[config.mk]
export PLATFORM = sky130hd
export DESIGN_NAME = wb_adder_initiator_flat
export DESIGN_NICKNAME = d
export VERILOG_FILES = /design/src/rtl/wb_adder_initiator_if.sv /design/src/rtl/wb_adder_initiator.sv /design/src/flat_wrapper.sv
export SDC_FILE = /design/constraint.sdc
export NUM_CORES = 1
export LEC_CHECK = 0
export BUFFER_PORTS_ARGS = -buffer_cell sky130_fd_sc_hd__buf_2
export CAP_MARGIN = 25
export CORE_ASPECT_RATIO = 0.9
export CORE_UTILIZATION = 51
export CTS_BUF_LIST = sky130_fd_sc_hd__clkbuf_16
export CTS_CLUSTER_SIZE = 10
export DETAILED_ROUTE_END_ITERATION = 7
export PLACE_DENSITY = 0.8
export RECOVER_POWER = 25
export SLEW_MARGIN = 20
export SYNTH_ARGS = -nofsm -noshare
export SYNTH_HDL_FRONTEND = slang
export SYNTH_SLANG_ARGS = --single-unit
[constraint.sdc]
create_clock -name wb_clk_i -period 2.6 [get_ports wb_clk_i]
set_input_delay 0.39 -clock wb_clk_i [delete_from_list [all_inputs] [get_ports wb_clk_i]]
set_output_delay 0.39 -clock wb_clk_i [all_outputs]
set_load 0.1 [all_outputs]
[src/rtl/wb_adder_initiator_if.sv]
// Wishbone classic bus bundle between the adder initiator and the adder
// peripheral's bus responder.
//   cyc, stb, we, sel, adr, dat_w : initiator -> responder
//   dat_r, ack, err               : responder -> initiator
interface wb_adder_initiator_if;
    logic        cyc;
    logic        stb;
    logic        we;
    logic [3:0]  sel;
    logic [31:0] adr;
    logic [31:0] dat_w;
    logic [31:0] dat_r;
    logic        ack;
    logic        err;

    modport master (
        output cyc, stb, we, sel, adr, dat_w,
        input  dat_r, ack, err
    );

    modport slave (
        input  cyc, stb, we, sel, adr, dat_w,
        output dat_r, ack, err
    );
endinterface

[src/rtl/wb_adder_initiator.sv]
// Wishbone classic initiator that exercises the 16-bit Sklansky adder
// peripheral. One start request does the following:
//   - writes A, B and carry-in,
//   - reads back the 17-bit sum,
//   - compares the sum against a locally computed reference.
//
// Ports:
//   wb_clk_i, wb_rst_n_i : clock, asynchronous active-low reset
//   start_i              : start request, accepted only in IDLE
//   op_a_i, op_b_i       : operands, captured on accepted start
//   op_cin_i             : carry-in, captured on accepted start
//   busy_o               : high from accepted start through the done_o cycle
//   done_o               : one-cycle end-of-operation pulse
//   result_o             : sum read back, {carry, sum[15:0]}
//   mismatch_o           : readback differs from the reference
//   abort_o              : operation ended by timeout or bus error
//   wbm                  : Wishbone initiator port (all outputs registered)
//
// State table:
//   IDLE  | waiting for start_i
//   WR_A  | write operand A to BASE_ADDR+0x0
//   GAP_A | bus idle for one cycle
//   WR_B  | write operand B to BASE_ADDR+0x4
//   GAP_B | bus idle for one cycle
//   WR_C  | write carry-in to BASE_ADDR+0x8
//   GAP_C | bus idle for one cycle
//   RD_S  | read the sum from BASE_ADDR+0xC
//   FIN   | first cycle: quiet; second cycle: done_o pulse, then IDLE
module wb_adder_initiator #(
    parameter logic [31:0] BASE_ADDR = 32'h3000_0000,
    parameter int unsigned TIMEOUT   = 16
) (
    input  logic                        wb_clk_i,
    input  logic                        wb_rst_n_i,
    input  logic                        start_i,
    input  logic [15:0]                 op_a_i,
    input  logic [15:0]                 op_b_i,
    input  logic                        op_cin_i,
    output logic                        busy_o,
    output logic                        done_o,
    output logic [16:0]                 result_o,
    output logic                        mismatch_o,
    output logic                        abort_o,
    wb_adder_initiator_if.master        wbm
);

    typedef enum logic [3:0] {
        IDLE, WR_A, GAP_A, WR_B, GAP_B, WR_C, GAP_C, RD_S, FIN
    } state_t;

    localparam logic [7:0] TMO_LOAD = 8'(TIMEOUT - 1);

    state_t      state;
    logic [15:0] a_q;
    logic [15:0] b_q;
    logic        cin_q;
    logic [16:0] ref_q;
    logic [7:0]  tmo_q;

    logic        cyc_q;
    logic        stb_q;
    logic        we_q;
    logic [3:0]  sel_q;
    logic [31:0] adr_q;
    logic [31:0] dat_q;

    // Upper readback bits carry no information for a 17-bit sum.
    logic unused_dat_hi;
    assign unused_dat_hi = ^wbm.dat_r[31:17];

    assign wbm.cyc   = cyc_q;
    assign wbm.stb   = stb_q;
    assign wbm.we    = we_q;
    assign wbm.sel   = sel_q;
    assign wbm.adr   = adr_q;
    assign wbm.dat_w = dat_q;

    always_ff @(posedge wb_clk_i or negedge wb_rst_n_i) begin
        if (!wb_rst_n_i) begin
            state      <= IDLE;
            a_q        <= '0;
            b_q        <= '0;
            cin_q      <= 1'b0;
            ref_q      <= '0;
            tmo_q      <= '0;
            cyc_q      <= 1'b0;
            stb_q      <= 1'b0;
            we_q       <= 1'b0;
            sel_q      <= '0;
            adr_q      <= '0;
            dat_q      <= '0;
            busy_o     <= 1'b0;
            done_o     <= 1'b0;
            result_o   <= '0;
            mismatch_o <= 1'b0;
            abort_o    <= 1'b0;
        end else begin
            case (state)
                IDLE: begin
                    if (start_i) begin
                        a_q        <= op_a_i;
                        b_q        <= op_b_i;
                        cin_q      <= op_cin_i;
                        ref_q      <= {1'b0, op_a_i} + {1'b0, op_b_i} + {16'h0, op_cin_i};
                        mismatch_o <= 1'b0;
                        abort_o    <= 1'b0;
                        busy_o     <= 1'b1;
                        cyc_q      <= 1'b1;
                        stb_q      <= 1'b1;
                        we_q       <= 1'b1;
                        sel_q      <= 4'hF;
                        adr_q      <= BASE_ADDR;
                        dat_q      <= {16'h0, op_a_i};
                        tmo_q      <= TMO_LOAD;
                        state      <= WR_A;
                    end
                end
                WR_A, WR_B, WR_C, RD_S: begin
                    // A transaction ends on err, ack or an expired timer; err
                    // takes priority over a simultaneous ack.
                    if (wbm.err || wbm.ack || tmo_q == 8'd0) begin
                        cyc_q <= 1'b0;
                        stb_q <= 1'b0;
                        we_q  <= 1'b0;
                        sel_q <= '0;
                        adr_q <= '0;
                        dat_q <= '0;
                        if (wbm.err || !wbm.ack) begin
                            abort_o <= 1'b1;
                            state   <= FIN;
                        end else begin
                            case (state)
                                WR_A:    state <= GAP_A;
                                WR_B:    state <= GAP_B;
                                WR_C:    state <= GAP_C;
                                default: begin
                                    result_o   <= wbm.dat_r[16:0];
                                    mismatch_o <= (wbm.dat_r[16:0] != ref_q);
                                    state      <= FIN;
                                end
                            endcase
                        end
                    end else begin
                        tmo_q <= tmo_q - 8'd1;
                    end
                end
                GAP_A: begin
                    cyc_q <= 1'b1;
                    stb_q <= 1'b1;
                    we_q  <= 1'b1;
                    sel_q <= 4'hF;
                    adr_q <= BASE_ADDR + 32'h4;
                    dat_q <= {16'h0, b_q};
                    tmo_q <= TMO_LOAD;
                    state <= WR_B;
                end
                GAP_B: begin
                    cyc_q <= 1'b1;
                    stb_q <= 1'b1;
                    we_q  <= 1'b1;
                    sel_q <= 4'hF;
                    adr_q <= BASE_ADDR + 32'h8;
                    dat_q <= {31'h0, cin_q};
                    tmo_q <= TMO_LOAD;
                    state <= WR_C;
                end
                GAP_C: begin
                    cyc_q <= 1'b1;
                    stb_q <= 1'b1;
                    we_q  <= 1'b0;
                    sel_q <= 4'hF;
                    adr_q <= BASE_ADDR + 32'hC;
                    dat_q <= '0;
                    tmo_q <= TMO_LOAD;
                    state <= RD_S;
                end
                FIN: begin
                    // Two cycles in FIN so a start coinciding with done_o is
                    // still seen outside IDLE and ignored.
                    if (!done_o) begin
                        done_o <= 1'b1;
                    end else begin
                        done_o <= 1'b0;
                        busy_o <= 1'b0;
                        state  <= IDLE;
                    end
                end
                default: state <= IDLE;
            endcase
        end
    end

endmodule

[src/flat_wrapper.sv]
// flat-port wrapper written by rule: the top's interface ports become plain ports
module wb_adder_initiator_flat 
#(
    parameter logic [31:0] BASE_ADDR = 32'h3000_0000,
    parameter int unsigned TIMEOUT   = 16
)
  (wb_clk_i, wb_rst_n_i, start_i, op_a_i, op_b_i, op_cin_i, busy_o, done_o, result_o, mismatch_o, abort_o, wbm_cyc, wbm_stb, wbm_we, wbm_sel, wbm_adr, wbm_dat_w, wbm_dat_r, wbm_ack, wbm_err);
  wb_adder_initiator_if wbm_i ();
  input  logic wb_clk_i;
  input  logic wb_rst_n_i;
  input  logic start_i;
  input  logic [15:0] op_a_i;
  input  logic [15:0] op_b_i;
  input  logic op_cin_i;
  output logic busy_o;
  output logic done_o;
  output logic [16:0] result_o;
  output logic mismatch_o;
  output logic abort_o;
  output wire logic [$bits(wbm_i.cyc)-1:0] wbm_cyc;
  output wire logic [$bits(wbm_i.stb)-1:0] wbm_stb;
  output wire logic [$bits(wbm_i.we)-1:0] wbm_we;
  output wire logic [$bits(wbm_i.sel)-1:0] wbm_sel;
  output wire logic [$bits(wbm_i.adr)-1:0] wbm_adr;
  output wire logic [$bits(wbm_i.dat_w)-1:0] wbm_dat_w;
  input wire logic [$bits(wbm_i.dat_r)-1:0] wbm_dat_r;
  input wire logic [$bits(wbm_i.ack)-1:0] wbm_ack;
  input wire logic [$bits(wbm_i.err)-1:0] wbm_err;
  assign wbm_cyc = wbm_i.cyc;
  assign wbm_stb = wbm_i.stb;
  assign wbm_we = wbm_i.we;
  assign wbm_sel = wbm_i.sel;
  assign wbm_adr = wbm_i.adr;
  assign wbm_dat_w = wbm_i.dat_w;
  assign wbm_i.dat_r = wbm_dat_r;
  assign wbm_i.ack = wbm_ack;
  assign wbm_i.err = wbm_err;
  wb_adder_initiator #(.BASE_ADDR(BASE_ADDR), .TIMEOUT(TIMEOUT)) u_core (.wb_clk_i(wb_clk_i), .wb_rst_n_i(wb_rst_n_i), .start_i(start_i), .op_a_i(op_a_i), .op_b_i(op_b_i), .op_cin_i(op_cin_i), .busy_o(busy_o), .done_o(done_o), .result_o(result_o), .mismatch_o(mismatch_o), .abort_o(abort_o), .wbm(wbm_i));
endmodule
# Yosys cells after proc, flatten, opt, wreduce, memory -nomap -nowiden
# Index checks and enable logic that the tools add are counted.
[totals] register_bits=137 output_inout_bits=92 wordCells=93
[classes] add_sub_neg=3 n_eq_ne=16 n_mux=32 bitwise_logic=2 n_reduce_logical=25
[ops] cell="one-hot mux 32 bit (5 select lines)" n=2
[ops] cell="two-way mux 32 bit" n=3
[ops] cell="two-way mux 4 bit" n=6
[ops] cell="one-hot mux 4 bit (3 select lines)" n=2
[ops] cell="one-hot mux 4 bit (6 select lines)" n=1
[ops] cell="one-hot mux 8 bit (3 select lines)" n=1
[ops] cell="AND reduction 3 bit" n=6
[ops] cell="adder 16 x 16 -> 17 bit" n=1
[ops] cell="adder 17 x 1 -> 17 bit" n=1
[ops] cell="inequality test 17 bit" n=1
[ops] cell="equality test 4 x 3 -> 1 bit, second input constant" n=4
[ops] cell="two-way mux 8 bit" n=2
[ops] cell="two-way mux 1 bit" n=10
[ops] cell="equality test 4 x 2 -> 1 bit, second input constant" n=2
[ops] cell="logical NOT 8 bit" n=1
[ops] cell="inequality test 2 bit, second input constant" n=4
[ops] cell="AND reduction 4 bit" n=2
[ops] cell="subtractor 8 x 1 -> 8 bit, second input constant" n=1
[ops] cell="inequality test 2 x 1 -> 1 bit, second input constant" n=3
[ops] cell="one-hot mux 1 bit (2 select lines)" n=3
[ops] cell="OR reduction 3 bit" n=2
[ops] cell="AND reduction 5 bit" n=1
[ops] cell="nonzero test 5 bit" n=1
[ops] cell="equality test 4 x 1 -> 1 bit, second input constant" n=1
[ops] cell="13 further kinds" n=17

# Longest topological paths before layout
# Gate-level depths: netlist of the first run.
[depth] depth_word=6 depth_mapped=10

# Worst setup path before layout of the first run
# OpenSTA, ideal clock, no wires.
[synth_path] path_kind="input to register" from="input op_a_i[0]" to="register u_core.ref_q[16]" arrival_ns=2.407 t_required_ns=2.514 slack_ns=0.107 stages=10 n_path_buf=0 path_cell_list="inv_1 > fa_1 > inv_1 > fa_1 > a211oi_1 > nor2_2 > nor4_1 > o31a_1 > or4b_1 > a32oi_1"
[synth_between] elab_chain_len=2
[synth_lines] element="start, declared" line="flat_wrapper.sv:12" rtl="input logic [15:0] op_a_i;"
[synth_lines] element="adder 16 x 16 -> 17 bit" line="wb_adder_initiator.sv:104" rtl="ref_q <= {1'b0, op_a_i} + {1'b0, op_b_i} + {16'h0, op_cin_i};"
[synth_lines] element="adder 17 x 1 -> 17 bit" line="wb_adder_initiator.sv:104"
[synth_lines] element="end signal, assigned" line="wb_adder_initiator.sv:104"
[synth_lines] element="end, declared" line="wb_adder_initiator.sv:57" rtl="logic [16:0] ref_q;"
# No other way between the ends.
# A chain may end at the register's enable or synchronous reset.

# Worst setup path after layout of the first run
# Ends and elaborated chain as after synthesis.

==> results of run 1 <==
[cell type report]
type / instances / share of cell area (%)
multi-input combinational: 364 / 42.1
tap: 122 / 2.65
inverter: 11 / 0.718
clock inverter: 7 / 2.07
timing repair buffer: 113 / 10.3
sequential: 88 / 38.3
clock buffer: 9 / 3.91
[per-layer routing]
layer  track usage [%]  part of all wire [%]  up-vias
met3              4.85                   5.8       13
met2              38.6                    50      130
li1                  -                     -     1830
met1              28.5                    43     1846
met5                 0                     0        -
met4              7.87                   1.2        0
[synthesized netlist by cell type (2+ instances only)]
cell type and n:
a211oi_1 7, a21o_1 9, a21oi_1 12, a22oi_1 16
a31oi_1 2, a32oi_1 2, and2_1 3, buf_2 10
buf_4 50, clkbuf_1 12, dfrtp_1 88, fa_1 2
ha_1 17, inv_1 11, mux2_2 33, mux2i_1 2
nand2_1 54, nand2b_1 4, nand3_1 4, nand4_1 4
nor2_1 15, nor2b_1 4, nor3_1 10, nor4_1 5
o2111ai_1 2, o21a_1 2, o21ai_0 48, o31a_1 2
o31ai_1 7, or2_2 3, xnor2_1 12, xor2_1 20
[what timing repair did]
| action | 4_1_cts | 5_1_grt |
|---|---|---|
| gates resized for setup | 0 | 1 |
| endpoints found under the setup margin | 0 | 2 |
| endpoints found under the hold margin | 0 | 0 |
[state kept, by name, indices dropped and copies added (netlist names)]
register           cells
u_core.done_o          1
u_core.wbm.adr         3
u_core.wbm.sel         1
u_core.state           4
u_core.b_q            16
u_core.cin_q           1
u_core.ref_q          17
u_core.wbm.dat_w      16
u_core.abort_o         1
u_core.result_o       17
u_core.wbm.we          1
u_core.tmo_q           8
u_core.busy_o          1
u_core.mismatch_o      1
[final timing paths]
kind | end | slack [ns] | depth (start not counted)
worst max-delay path | u_core.ref_q[16] | 0.23 | 11
min in group wb_clk_i | u_core.b_q[6] | 0.30 | 2
max in group asynchronous | u_core.ref_q[16] | 0.66 | 2
worst min register to register | u_core.wbm.dat_w[13] | 0.48 | 2
worst min-delay path | u_core.tmo_q[5] | 0.27 | 1
worst max register to register | u_core.tmo_q[3] | 0.25 | 8
[kinds of logic after synthesis]
kind of cell	share of synthesized area (%)
AOI/OAI and AO/OA	15.7
and+or+nand+nor	11.0
DFF	44.4
buffers and inverters	10.3
muxes	7.89
xor gates and xnor gates	5.65
adders and majority gates	5.09
other	0.0756
[power by group]
group | internal (W) | switching, W
Sequential | 0.00187 | 0.000357
Combinational | 0.000875 | 0.00293
Clock | 0.000940 | 0.000536
[per-stage QoR]
| step | hold slack, ns | std cells | setup slack (ns) | power [W] |
|---|---|---|---|---|
| 2_1_floorplan | 0.0944 | 535 | 0.107 | 0.00547 |
| 3_3_place_gp | 0.431 | 698 | -0.0291 | 0.00597 |
| 3_5_place_dp | 0.442 | 698 | -0.130 | 0.00606 |
| 4_1_cts | 0.0816 | 714 | 0.198 | 0.00756 |
| 5_1_grt | 0.300 | 714 | 0.0622 | 0.00789 |
| 6_report | 0.269 | 714 | 0.233 | 0.00751 |
==> summary.md, run 1 <==
| Metric | Value |
|---|---|
| Outcome | `finished, final reports clean` |
| GRT Residual Overflow | `0` |
| Clock Pin Slew Worst Setup and Hold Paths | `0.06 ns` |
| Yosys Warn Count | `0` |
| Crit share post-route | `91.0%` |
| CTS tree | `yes` |
| Ys async rst share | `100%` |
| CP max-delay cell | `or4b_1` |
| Worst Tran Pin Value | `1.16 ns` |
| Final Critical Period | `2.37 ns` |
| Max-cap violations | `0` |
| Yosys cell types | `52` |
| Mapped Cells | `492` |
| Reg-to-Reg Start | `u_core.tmo_q[0]` |
| Post-CTS Setup Repair Bufs | `0` |
| Diode count | `0` |
| CTS Buffer Depth | `2` |
| Worst Path Buf+Inv | `3` |
| Final max-slew violation count | `0` |
| GRT Total Usage | `22.5%` |
| Peak supply drop | `1.09 mV` |
| I/O Pins | `162` |
| Avg WL per Cell | `15.3 um` |
| Vias in the first global route | `3756` |
| Largest net degree at the start of global routing | `46` |
| Top post-synthesis cells by area | `dfrtp_1, buf_4, mux2_2` |
| Worst Path Max Fanout | `3` |
| Vias per cell | `5.35` |
| Die X | `106 um` |
| # setup viols final | `0` |
| Achievable Freq | `422 MHz` |
| Register bit count reported by yosys | `88` |
| CP Launch Type | `input port` |
| Max Clock Skew | `0.00755 ns` |
| Largest area contributor in the netlist | `dfrtp_1` |
| Post-DP HPWL | `8250 um` |
| Primary FF master, synth | `dfrtp_1` |
| Critical path, cell by cell | `buf_2, inv_1, fa_1, inv_1, fa_1, a211oi_1, nor2_2, nor4_2, o31a_1, or4b_1, a32oi_1` |
| Nets | `676` |
| Area grow syn2layout | `15.9%` |
| Starting Density | `53.4%` |
| Via count | `3819` |
| GPL Wtd Cong | `0.902` |
| Lkg Pwr | `2.86 nW` |
| Root Buffer | `clkbuf_16` |
| Most frequent cells in the layout | `buf_2, dfrtp_1, nand2_1` |
| Total CTS buffers | `9` |
| RSZ-0062 raised after global routing | `false` |
| Sequential cell area | `0.00220 mm2` |
| Hold Fails Final Rpt | `0` |
| HP Class | `in -> async` |
| Fillers | `799` |
| Iter 0 DRT Violations | `187` |
| Drt first pass iters | `5` |
| Die H | `95.6 um` |
| Number of port buffers | `102` |
| Core box area | `0.00929 mm2` |
| Path type of the worst setup path | `in -> reg` |
| First-pass GRT wire length | `17700 um` |
| Syn avg cell area | `10.1 um2` |
| Max-slew headroom | `22.8%` |
| Most common cell after layout, fill and taps aside | `buf_2` |
| Routed Antenna Nets | `0` |
| H-tree levels | `3` |
| Cell area after synthesis | `0.00496 mm2` |
| Fin util | `61.9%` |
| Data required, critical path | `2.85 ns` |
| Post-Layout Inst Area | `0.00575 mm2` |
| Residual DRC count | `0` |
| Share of the synthesized area in the top cell type | `44.4%` |
| Power Density | `1310 mW/mm2` |
| Std-Cell Rows | `33` |
| Placed cell area | `0.00542 mm2` |
| CP delay by family, top | `simple AND/OR/NAND/NOR gates` |
| DIE AREA | `0.0101 mm2` |
| Critical path arrival | `2.62 ns` |
| Clk Latency, worst-skew pair | `0.34 ns` |
| Area occupied by multi-input gates | `0.00242 mm2` |
| Clk sinks | `88` |
| Sequential share of the synthesized area | `44.4%` |
| CP Capture Type | `register` |
| Hold_buf cts | `0` |
| Max incr delay on CP | `0.51 ns` |
| Post-synth EDFFs | `0` |
| Share of layout cells above drive strength 1 | `28.9%` |
| WL final | `10900 um` |
| Initial antenna violation count | `0` |
| Setup TNS | `0 ns` |
| Worst setup startpoint | `op_a_i[0]` |
No activity file was read; power rests on OpenSTA's default activity.
==> run 2, diff against run 1 <==
- ABC_AREA: unset -> 1
- CORE_UTILIZATION: 51 -> 53
- PLACE_DENSITY: 0.8 -> 0.82
==> summary.md, run 2 <==
| Metric | Value |
|---|---|
| Outcome | `finished, final reports clean (unchanged)` |
| Post-DP HPWL | `9300 um (was 8250 um)` |
| Share of layout cells above drive strength 1 | `17.4% (was 28.9%)` |
| Top cells by count, synth | `nand2_1, inv_1, dfrtp_1, buf_4, nand3_1 (was dfrtp_1, nand2_1, buf_4, o21ai_0, mux2_2)` |
| Path type of the worst setup path | `in -> async (was in -> reg)` |
| Initial antenna violation count | `0 (unchanged)` |
| Data required, critical path | `3.09 ns (was 2.85 ns)` |
| Largest area contributor in the netlist | `dfrtp_1 (unchanged)` |
| Most common cell after layout, fill and taps aside | `nand2_1 (was buf_2)` |
| Dominant cell by count in the synthesized netlist | `nand2_1 (was dfrtp_1)` |
| Vias in the first global route | `4522 (was 3756)` |
| Syn avg cell area | `7.34 um2 (was 10.1 um2)` |
| Dpl cells | `953 (was 698)` |
| Yosys cell types | `35 (was 52)` |
| Largest net degree at the start of global routing | `66 (was 46)` |
| Std-Cell Rows | `34 (was 33)` |
| Ys async rst share | `100% (unchanged)` |
| First-pass GRT wire length | `20600 um (was 17700 um)` |
| Lkg Pwr | `3.53 nW (was 2.86 nW)` |
| Routed Antenna Nets | `0 (unchanged)` |
| Final Critical Period | `1.87 ns (was 2.37 ns)` |
| Peak supply drop | `1.01 mV (was 1.09 mV)` |
| Achievable Freq | `536 MHz (was 422 MHz)` |
| Max-slew headroom | `8.64% (was 22.8%)` |
| Worst Path Max Fanout | `65 (was 3)` |
| WL final | `12200 um (was 10900 um)` |
| CP delay by family, top | `buffers and inverters (was simple AND/OR/NAND/NOR gates)` |
| Share of the synthesized area in the top cell type | `40.3% (was 44.4%)` |
| Crit share post-route | `71.8% (was 91.0%)` |
| Number of port buffers | `102 (unchanged)` |
| Root Buffer | `clkbuf_16 (unchanged)` |
| Post-CTS Setup Repair Bufs | `0 (unchanged)` |
| I/O Pins | `162 (unchanged)` |
| Fin util | `62.5% (was 61.9%)` |
| Critical path arrival | `2.35 ns (was 2.62 ns)` |
| Worst Path Buf+Inv | `3 (unchanged)` |
| Primary FF master, synth | `dfrtp_1 (unchanged)` |
| Max Clock Skew | `0.00784 ns (was 0.00755 ns)` |
| GRT Total Usage | `24.3% (was 22.5%)` |
| Post-synth EDFFs | `0 (unchanged)` |
| Drt first pass iters | `5 (unchanged)` |
| Die H | `98.3 um (was 95.6 um)` |
| GRT Residual Overflow | `0 (unchanged)` |
| Top post-synthesis cells by area | `dfrtp_1, nand2_1, buf_4 (was dfrtp_1, buf_4, mux2_2)` |
| Register bit count reported by yosys | `88 (unchanged)` |
| Core box area | `0.00983 mm2 (was 0.00929 mm2)` |
| Critical path, cell by cell | `dlygate4sd3_1, clkbuf_1, buf_12 (was buf_2, inv_1, fa_1, inv_1, fa_1, a211oi_1, nor2_2, nor4_2, o31a_1, or4b_1, a32oi_1)` |
| Yosys Warn Count | `0 (unchanged)` |
| Largest regs | `u_core.ref_q (17), u_core.result_o (17) (unchanged)` |
| HP Class | `in -> reg (was in -> async)` |
| Power Density | `1430 mW/mm2 (was 1310 mW/mm2)` |
| Clock Pin Slew Worst Setup and Hold Paths | `0.06 ns (about the same)` |
| RSZ-0062 raised after global routing | `false (unchanged)` |
| # setup viols final | `0 (unchanged)` |
| CP Launch Type | `input port (unchanged)` |
| Iter 0 DRT Violations | `259 (was 187)` |
| CP Capture Type | `async pin (was register)` |
| Vias per cell | `4.85 (was 5.35)` |
| Max incr delay on CP | `1.00 ns (was 0.51 ns)` |
| Avg WL per Cell | `12.6 um (was 15.3 um)` |
| Worst Tran Pin Value | `1.37 ns (was 1.16 ns)` |
| Nets | `928 (was 676)` |
| Die X | `109 um (was 106 um)` |
| Most frequent cells in the layout | `nand2_1, buf_2, inv_1 (was buf_2, dfrtp_1, nand2_1)` |
| Clk Latency, worst-skew pair | `0.34 ns (about the same)` |
| Area grow syn2layout | `12.4% (was 15.9%)` |
| Mapped Cells | `744 (was 492)` |
| Non-Filler Instances | `969 (was 714)` |
| Clk sinks | `88 (unchanged)` |
| H-tree levels | `3 (unchanged)` |
| Total CTS buffers | `9 (unchanged)` |
| CTS Buffer Depth | `2 (unchanged)` |
| Residual DRC count | `0 (unchanged)` |
| Final max-slew violation count | `0 (unchanged)` |
| Setup TNS | `0 ns (unchanged)` |
| Diode count | `0 (unchanged)` |
| Via count | `4699 (was 3819)` |
| Max-cap violations | `0 (unchanged)` |
| CTS tree | `yes (unchanged)` |
| CP max-delay cell | `clkbuf_1 (was or4b_1)` |
| Starting Density | `55.6% (was 53.4%)` |
| Sequential share of the synthesized area | `40.3% (was 44.4%)` |
| DIE AREA | `0.0107 mm2 (was 0.0101 mm2)` |
| Cell area after synthesis | `0.00546 mm2 (was 0.00496 mm2)` |
| GPL Wtd Cong | `0.941 (was 0.902)` |
| Hold Fails Final Rpt | `0 (unchanged)` |
## run 2: cell types whose count changed after synthesis, moves of 16 or more
cell	before	now
a22oi_1	16	0
inv_1	11	90
mux2_2	33	0
nand2_1	54	283
nand3_1	4	42
nor2_1	15	33
## run 2: cell type report
cell class                 count  area [um2]
tap                          126         158
multi-input combinational    538        2590
sequential                    88        2200
fill                         931        3690
clock inverter                 6        45.0
clock buffer                   9         225
inverter                      96         363
timing repair buffer         106         554
## run 2: worst min-delay path, delay by kind of cell
kind	cells	cell delay, ns
compound gates	1	0.06
buf+inv	1	0.09
simple gates	1	0.05
## run 2: logic make-up (layout without fill, tap and decap cells)
kind of cell	count (synthesis)	after routing	synth area share [%]
other cells	1	44	0.0687
compound gates	76	76	7.90
flops	88	88	40.3
simple gates	382	382	29.1
buf+inv	161	217	15.2
fa+ha+maj	19	19	4.63
xor+xnor	17	17	2.73
## run 2: worst paths after layout
check                                     from  slack, ns                   to  cells past startpoint
setup / recovery                    wb_rst_n_i       0.73  u_core.result_o[16]                      3
hold / removal                       op_b_i[7]       0.28        u_core.b_q[7]                      3
setup reg to reg               u_core.state[0]       0.76     u_core.ref_q[15]                      7
hold reg to reg            u_core.result_o[14]       0.46  u_core.result_o[14]                      2
max in group wb_clk_i                op_a_i[0]       0.75     u_core.ref_q[12]                     13
min in group asynchronous           wb_rst_n_i       0.88  u_core.wbm.dat_w[2]                      2
## run 2: repair_timing
| item | 4_1_cts | 5_1_grt |
|---|---|---|
| resized for setup | 0 | 0 |
| hold endpoints to repair | 23 | 0 |
| hold buffers | 1 | 0 |
## run 2: report_power, final
| group | internal (W) | total (W) | switching, W |
|---|---|---|---|
| combinational | 0.000966 | 0.00525 | 0.00429 |
| clock | 0.000647 | 0.00120 | 0.000552 |
| sequential | 0.00198 | 0.00235 | 0.000368 |
| total | 0.00360 | 0.00880 | 0.00521 |
## run 2: metal layers
| metal | routed length [um] | share of wire (%) | track usage [%] |
|---|---|---|---|
| met1 | 5580 | 46 | 32.0 |
| met2 | 5890 | 48 | 39.9 |
| met3 | 600 | 4.9 | 4.61 |
| met4 | 163 | 1.3 | 7.80 |
| met5 | 0 | 0 | 0 |
## run 2: metrics by stage
step,instance area (um2),hold slack (ns),total power (W),setup slack [ns]
5_1_grt,6140,0.289,0.00933,0.447
2_1_floorplan,5620,0.0944,0.00686,0.762
4_1_cts,6140,0.278,0.00885,0.762
6_report,6140,0.284,0.00880,0.733
3_3_place_gp,5860,0.311,0.00752,0.479
3_5_place_dp,5860,0.314,0.00763,0.403
